File: config.mk
export PLATFORM = sky130hd
export DESIGN_NAME = axis_csum_append_flat
export DESIGN_NICKNAME = d
export VERILOG_FILES = /design/src/rtl/axis_csum_append_if.sv /design/src/rtl/axis_csum_append.sv /design/src/flat_wrapper.sv
export SDC_FILE = /design/constraint.sdc
export NUM_CORES = 1
export LEC_CHECK = 0
export CORE_MARGIN = 4
export CORE_UTILIZATION = 53
export DETAILED_ROUTE_END_ITERATION = 8
export GPL_TIMING_DRIVEN = 1
export PLACE_DENSITY = 0.78
export SLEW_MARGIN = 10
export SYNTH_ARGS = -nofsm -noshare
export SYNTH_HDL_FRONTEND = slang
export SYNTH_SLANG_ARGS = --single-unit
File: constraint.sdc
create_clock -name clk -period 4 [get_ports clk]
set_clock_uncertainty 0.1 [all_clocks]
set_input_delay 1 -clock clk [delete_from_list [all_inputs] [get_ports clk]]
set_output_delay 1 -clock clk [all_outputs]
set_load 0.01 [all_outputs]
File: src/rtl/axis_csum_append_if.sv
// Stream bundle for axis_csum_append: upstream write side and downstream read side.
// The slave modport is the block's view; master is the surrounding environment.
interface axis_csum_append_if #(
  parameter int DataWidth = 32
);
  logic [DataWidth-1:0] writeData;
  logic                 writeDataValid;
  logic                 writeDataReady;
  logic                 writeDataLast;
  logic [DataWidth-1:0] readData;
  logic                 readDataValid;
  logic                 readDataReady;
  logic                 readDataLast;

  modport slave (
    input  writeData,
    input  writeDataValid,
    input  writeDataLast,
    input  readDataReady,
    output writeDataReady,
    output readData,
    output readDataValid,
    output readDataLast
  );

  modport master (
    output writeData,
    output writeDataValid,
    output writeDataLast,
    output readDataReady,
    input  writeDataReady,
    input  readData,
    input  readDataValid,
    input  readDataLast
  );
endinterface

File: src/rtl/axis_csum_append.sv
// Forwards stream words unchanged and appends a per-frame modular sum trailer.
// Single output register; one input bubble per frame while the trailer loads.
module axis_csum_append #(
  parameter int DataWidth  = 32,
  parameter int CountWidth = 16
) (
  input  logic                  clk,
  input  logic                  reset,
  axis_csum_append_if.slave     bus,
  output logic [CountWidth-1:0] frameCount,
  output logic [CountWidth-1:0] wordCount
);

  typedef enum logic {
    PASS,
    TRAIL
  } state_t;

  state_t               state;
  state_t               stateN;
  logic [DataWidth-1:0] oData;
  logic [DataWidth-1:0] oDataN;
  logic [DataWidth-1:0] sum;
  logic [DataWidth-1:0] sumN;
  logic                 oValid;
  logic                 oValidN;
  logic                 oLast;
  logic                 oLastN;
  logic [CountWidth-1:0] frameCountN;
  logic [CountWidth-1:0] wordCountN;
  logic                 slotFree;
  logic                 accept;

  always_ff @(posedge clk) begin
    if (!reset) begin
      state      <= PASS;
      oData      <= '0;
      oValid     <= 1'b0;
      oLast      <= 1'b0;
      sum        <= '0;
      frameCount <= '0;
      wordCount  <= '0;
    end else begin
      state      <= stateN;
      oData      <= oDataN;
      oValid     <= oValidN;
      oLast      <= oLastN;
      sum        <= sumN;
      frameCount <= frameCountN;
      wordCount  <= wordCountN;
    end
  end

  always_comb begin
    slotFree           = !oValid || bus.readDataReady;
    bus.writeDataReady = reset && (state == PASS) && slotFree;
    accept             = bus.writeDataReady && bus.writeDataValid;
    stateN      = state;
    oDataN      = oData;
    oValidN     = oValid;
    oLastN      = oLast;
    sumN        = sum;
    frameCountN = frameCount;
    wordCountN  = wordCount;
    unique case (1'b1)
      accept: begin
        oDataN     = bus.writeData;
        oLastN     = 1'b0;
        oValidN    = 1'b1;
        sumN       = sum + bus.writeData;
        wordCountN = (&wordCount) ? wordCount
                                  : wordCount + CountWidth'(1);
        if (bus.writeDataLast)
          stateN = TRAIL;
      end
      (state == PASS) && slotFree && !accept: begin
        oValidN = 1'b0;
      end
      // sum already holds the last data word; it can load while that word leaves
      (state == TRAIL) && slotFree: begin
        oDataN      = sum;
        oLastN      = 1'b1;
        oValidN     = 1'b1;
        sumN        = '0;
        wordCountN  = '0;
        frameCountN = frameCount + CountWidth'(1);
        stateN      = PASS;
      end
      default: ;
    endcase
  end

  assign bus.readData      = oData;
  assign bus.readDataValid = oValid;
  assign bus.readDataLast  = oLast;

endmodule

File: src/flat_wrapper.sv
// flat-port wrapper written by rule: the top's interface ports become plain ports
module axis_csum_append_flat 
#(
  parameter int DataWidth  = 32,
  parameter int CountWidth = 16
)
  (clk, reset, frameCount, wordCount, bus_writeData, bus_writeDataValid, bus_writeDataLast, bus_readDataReady, bus_writeDataReady, bus_readData, bus_readDataValid, bus_readDataLast);
  axis_csum_append_if #(.DataWidth(DataWidth)) bus_i ();
  input  logic clk;
  input  logic reset;
  output logic [CountWidth-1:0] frameCount;
  output logic [CountWidth-1:0] wordCount;
  input wire logic [$bits(bus_i.writeData)-1:0] bus_writeData;
  input wire logic [$bits(bus_i.writeDataValid)-1:0] bus_writeDataValid;
  input wire logic [$bits(bus_i.writeDataLast)-1:0] bus_writeDataLast;
  input wire logic [$bits(bus_i.readDataReady)-1:0] bus_readDataReady;
  output wire logic [$bits(bus_i.writeDataReady)-1:0] bus_writeDataReady;
  output wire logic [$bits(bus_i.readData)-1:0] bus_readData;
  output wire logic [$bits(bus_i.readDataValid)-1:0] bus_readDataValid;
  output wire logic [$bits(bus_i.readDataLast)-1:0] bus_readDataLast;
  assign bus_i.writeData = bus_writeData;
  assign bus_i.writeDataValid = bus_writeDataValid;
  assign bus_i.writeDataLast = bus_writeDataLast;
  assign bus_i.readDataReady = bus_readDataReady;
  assign bus_writeDataReady = bus_i.writeDataReady;
  assign bus_readData = bus_i.readData;
  assign bus_readDataValid = bus_i.readDataValid;
  assign bus_readDataLast = bus_i.readDataLast;
  axis_csum_append #(.DataWidth(DataWidth), .CountWidth(CountWidth)) u_core (.clk(clk), .reset(reset), .bus(bus_i), .frameCount(frameCount), .wordCount(wordCount));
endmodule
======== After elaboration in Yosys (flattened, before gate mapping) ========
Index checks and enable logic that the tools add are counted.
word-level totals
  bits in registers ....................... 99
  output and inout bits ................... 67
cells by class
  add/subtract/negate cells ............... 3
  equal/unequal tests ..................... 2
  mux-type cells .......................... 8
  bitwise operators ....................... 1
  reduce and logical (&&, ||, !) cells .... 15
operators with widths
  kind                     count
  $pmux W32 S2             2
  $add A16 B1 Y16 const B  2
  $add A32 B32 Y32         1
  $pmux W16 S2             1
  $mux W16                 1
  $reduce_and A16 Y1       1
  $logic_and A1 B1 Y1      6
  $pmux W1 S2              3
  $ne A2 B2 Y1 const B     2
  $reduce_and A2 Y1        2
  $reduce_bool A2 Y1       2
  $logic_not A1 Y1         2
  $reduce_or A2 Y1         1
  $logic_or A1 B1 Y1       1
  $mux W1                  1
  $not A1 Y1               1

======== Depth between registers and ports, before layout ========
  depth after elaboration ................. 7
  gate-level depth with buffers ........... 10

======== Worst setup path before layout ========
No wires, ideal clock.
  path type ............................... in2reg
  from .................................... in bus_writeData[0]
  to ...................................... reg u_core.sum[28]
  library setup time ...................... 0.117 ns
  data arrival time ....................... 3.322 ns
  required time ........................... 3.783 ns
  slack ................................... 0.461 ns
  stages .................................. 10
  cell sequence ........................... ha_1 fa_1 a21oi_1 o211ai_1 a221o_1 a31oi_4 or4b_4 a21boi_1 or3_1 a32o_1
between the ends
  word-level cells in the longest chain between the ends .. 2
ends and longest elaborated chain
  item                  RTL line                source
  from (decl)           flat_wrapper.sv:13      input wire logic [$bits(bus_i.writeData)-1:0] bus_writeData;
  $add A32 B32 Y32      axis_csum_append.sv:70  sumN = sum + bus.writeData;
  $pmux W32 S2          axis_csum_append.sv:65  unique case (1'b1)
  to (signal assigned)  axis_csum_append.sv:48  sum <= sumN;
  to (decl)             axis_csum_append.sv:23  logic [DataWidth-1:0] sum;
Every way passes these cells.
A chain may end at the register's enable or synchronous reset.

======== Final worst setup path ========
  from .................................... in bus_writeData[0]
  to ...................................... reg u_core.sum[18]
Same word-level chain as after synthesis.

==> key figures <==
Cells and area
  – Layout Utilization: between 60% and 70%
  – N_diodes: 0
  – Nets: 850
  – Area delta synth->final: 24.8%
  – Fillers: ~880
  – Share of cells above drive strength 1: ~5.9%

Yosys
  – Netlist cell types: 57
  – FF+latch count, synth: between 90 and 100
  – EDFF count, synth: 0
  – Sequential element share of the synthesized area: roughly a third
  – Syn. warnings: 0
  – Syn Area/Cell: ~8.3 µm²
  – Synth Flop Type: dfxtp_1
  – Mapped Cells: just under 700
  – Mapped Nets: approximately 760
  – FFs w/ async S/R, synth: 0%
  – Synthesized area: approximately 0.0056 mm²

Route
  – Vias: 5,323
  – Drt wl/cell: around 15 µm
  – DRT antenna net count: 0
  – Drt first-iter violations: ~340
  – Vias per cell: just under 6
  – Residual DRC count: 0
  – Drt total wl: around 14 mm
  – TritonRoute pass-1 iters: 5

GRT
  – First-pass GRT wire length: approximately 24 mm
  – Largest net degree at the start of global routing: 51
  – Antenna violations before repair: 0
  – Vias in the first global route: about 5,200
  – Total GRT Usage: 22.5%
  – Gr ovfl total: 0

Die
  – Die height: between 100 and 150 µm
  – Initial core utilization: a little over half
  – Die area: between 0.01 and 0.015 mm²
  – IO Count: between 100 and 150
  – Rows: 37
  – Die width: 111 µm
  – Core footprint: between 0.01 and 0.015 mm²

Placed design
  – Port Buffer Count: ~100
  – Post-DP HPWL: ~10 mm
  – Placer congestion estimate: 0.892

Outcome
  – Status: finished, final reports clean

Setup path
  – CP endpoint kind: register
  – Worst reg2reg path depth: 11
  – Slack of the worst reg-to-reg path: around 1.0 ns
  – Crit path launch type: primary input
  – Worst path arrival time: around 4 ns
  – Critical path class: in -> reg
  – Worst r2r src: u_core.sum[0]$_SDFFE_PN0P_
  – CP required: 4.13 ns
  – Worst R2R End: u_core.sum[18]$_SDFFE_PN0P_
  – Crit Path Max Fanout: 4

Clocking
  – Hold Buf Count CTS: 0
  – H-tree depth: 3
  – Sink Count: 99
  – Later-pin clock latency in the skew report: approximately 0.37 ns
  – CTS Buf Count: 9
  – Cts repair resizes: 0
  – CTS tree: built
  – Setup repair bufs after CTS: 0
  – CTS Root Cell: clkbuf_8
  – Clock transition at path regs: ~0.10 ns
  – Clock tree buffer depth: 2

Hold path
  – HP Start: u_core.sum[0]$_SDFFE_PN0P_
  – Hold Crit Class: reg -> reg
  – Hold Path Depth: 2
  – Hold Path End: u_core.sum[0]$_SDFFE_PN0P_

Timing
  – Slew @ Worst Pin: 0.647 ns
  – Final hold vios: 0
  – Fmax: between 200 and 300 MHz
  – RSZ-0062 raised after global routing: no
  – Final slew viol count: 0
  – Setup Viol. Count Final: 0
  – Final TNS setup: 0 ns
  – Worst slew margin: a little under three fifths
  – Tmin final: 3.77 ns
  – Tcrit/Tclk final: 94.2%

Power
  – PD cells: roughly 350 mW/mm²
  – Peak supply drop: approximately 0.00024 V
  – Leakage: around 3 nW
  – Power, Total: 2.48 mW

Flow run
  – Max-cap viol count: 0
[metrics by stage]
step / cell area (µm²) / cells / hold WS, ns / setup slack, ns
final: 7050 / 920 / 0.387 / 0.232
after global routing: 7050 / 920 / 0.416 / 0.0413
after CTS: 7050 / 920 / 0.389 / 0.252
after detailed placement: 6840 / 904 / 0.375 / -0.0940
after global placement: 6840 / 904 / 0.345 / -0.0436
after floorplan: 5650 / 684 / 0.334 / 0.461
[flip-flops by register name, summed over array words and instances, names as in the netlist]
signal	cells
u_core.state	1
u_core.wordCount	16
u_core.bus.readData	32
u_core.bus.readDataValid	1
u_core.bus.readDataLast	1
u_core.sum	32
u_core.frameCount	16
[how the worst max path moves through the flow]
stage / end / startpoint
finish: u_core.sum[18]$_SDFFE_PN0P_ / bus_writeData[0]
global route: u_core.sum[18]$_SDFFE_PN0P_ / bus_writeData[0]
CTS: u_core.sum[18]$_SDFFE_PN0P_ / bus_writeData[0]
detailed placement: u_core.sum[28]$_SDFFE_PN0P_ / bus_writeData[0]
global placement: u_core.sum[28]$_SDFFE_PN0P_ / bus_writeData[0]
floorplan: u_core.sum[28]$_SDFFE_PN0P_ / bus_writeData[0]
[cell usage after synthesis, types with 3 or more instances]
cell        n  area share [%]
ha_1       33             7.3
a32o_1      4            0.71
o21bai_1    4            0.53
and2_1     21             2.3
nor2_1     35             2.3
nand3b_1    4            0.53
and3_1      5            0.55
or3_1      13             1.4
nand4_1    10             1.1
o21a_1      5            0.66
o211a_1    34             6.0
o21ai_0    38             3.4
o211ai_1    5            0.66
a211oi_1    3            0.40
nand3_1    56             5.0
xor2_1     15             2.3
a21boi_0    9             1.2
nor2b_1    10             1.1
clkbuf_1   30             2.0
xnor2_1    25             3.9
a21oi_1    36             3.2
a21o_1     19             2.5
nand2_1   104             6.9
inv_1      14            0.93
dfxtp_1    99              35
nor3_1     11            0.97
a22oi_1     5            0.66
[report_power, final]
part           total (mW)  internal, mW  switching [mW]
Sequential           1.11          1.06          0.0552
Combinational       0.680         0.321           0.359
Clock               0.686         0.301           0.385
Total                2.48          1.68           0.800
[critical path, stage by stage]
cell	delay [ns]
clkdlybuf4s50_1	0.44
ha_1	0.25
fa_1	0.39
a21oi_1	0.28
o211ai_1	0.14
a221o_1	0.36
a31oi_4	0.23
buf_4	0.16
o21ai_0	0.14
a31oi_1	0.26
xor2_1	0.16
o21ai_0	0.08
[placed cells by master (no fill, tap or decap), types with 3 or more instances in the layout]
cell             instances
a211oi_1                 3
a21oi_1                 36
nor3_1                  11
or3_1                   13
a22oi_1                  5
buf_4                   14
o21ai_0                 38
o21bai_1                 4
nor2b_1                 10
nand2_1                102
nor2_1                  35
nand2_2                  3
inv_1                   14
a21o_1                  19
dfxtp_1                 99
a21boi_0                 9
nand4_1                 10
a32o_1                   4
o211a_1                 34
inv_6                    3
and2_1                  20
o211ai_1                 5
xnor2_1                 25
nand3b_1                 4
clkbuf_8                 9
clkdlybuf4s50_1        102
and3_1                   5
xor2_1                  15
nand3_1                 56
ha_1                    33
o21a_1                   5
[kinds of logic after synthesis]
logic type,after synthesis,share of synthesized area [%]
AOI/OAI and AO/OA,182,23.6
xor gates and xnor gates,40,6.20
adders and majority gates,34,7.67
buffers and inverters,48,3.24
DFF,99,35.1
muxes,2,0.355
and+or+nand+nor,279,23.9
[cell type report]
class                   count  area (µm²)  area share (%)
clock buffers               9         124            1.76
clock inverters             7        81.3            1.15
inverters                  14        52.6           0.745
multi-input cells         537        3490            49.5
flip-flops and latches     99        1980            28.1
well taps                 136         170            2.41
repair buffers            118        1150            16.3
[per-layer routing]
metal | part of all wire [%] | global-route usage (%) | wire (µm)
met1 | 44 | 28.0 | 6260
met2 | 49 | 39.8 | 6970
met3 | 4.6 | 4.15 | 647
met4 | 1.7 | 5.68 | 234
met5 | 0 | 0 | 0
No activity file was read; power rests on OpenSTA's default activity.
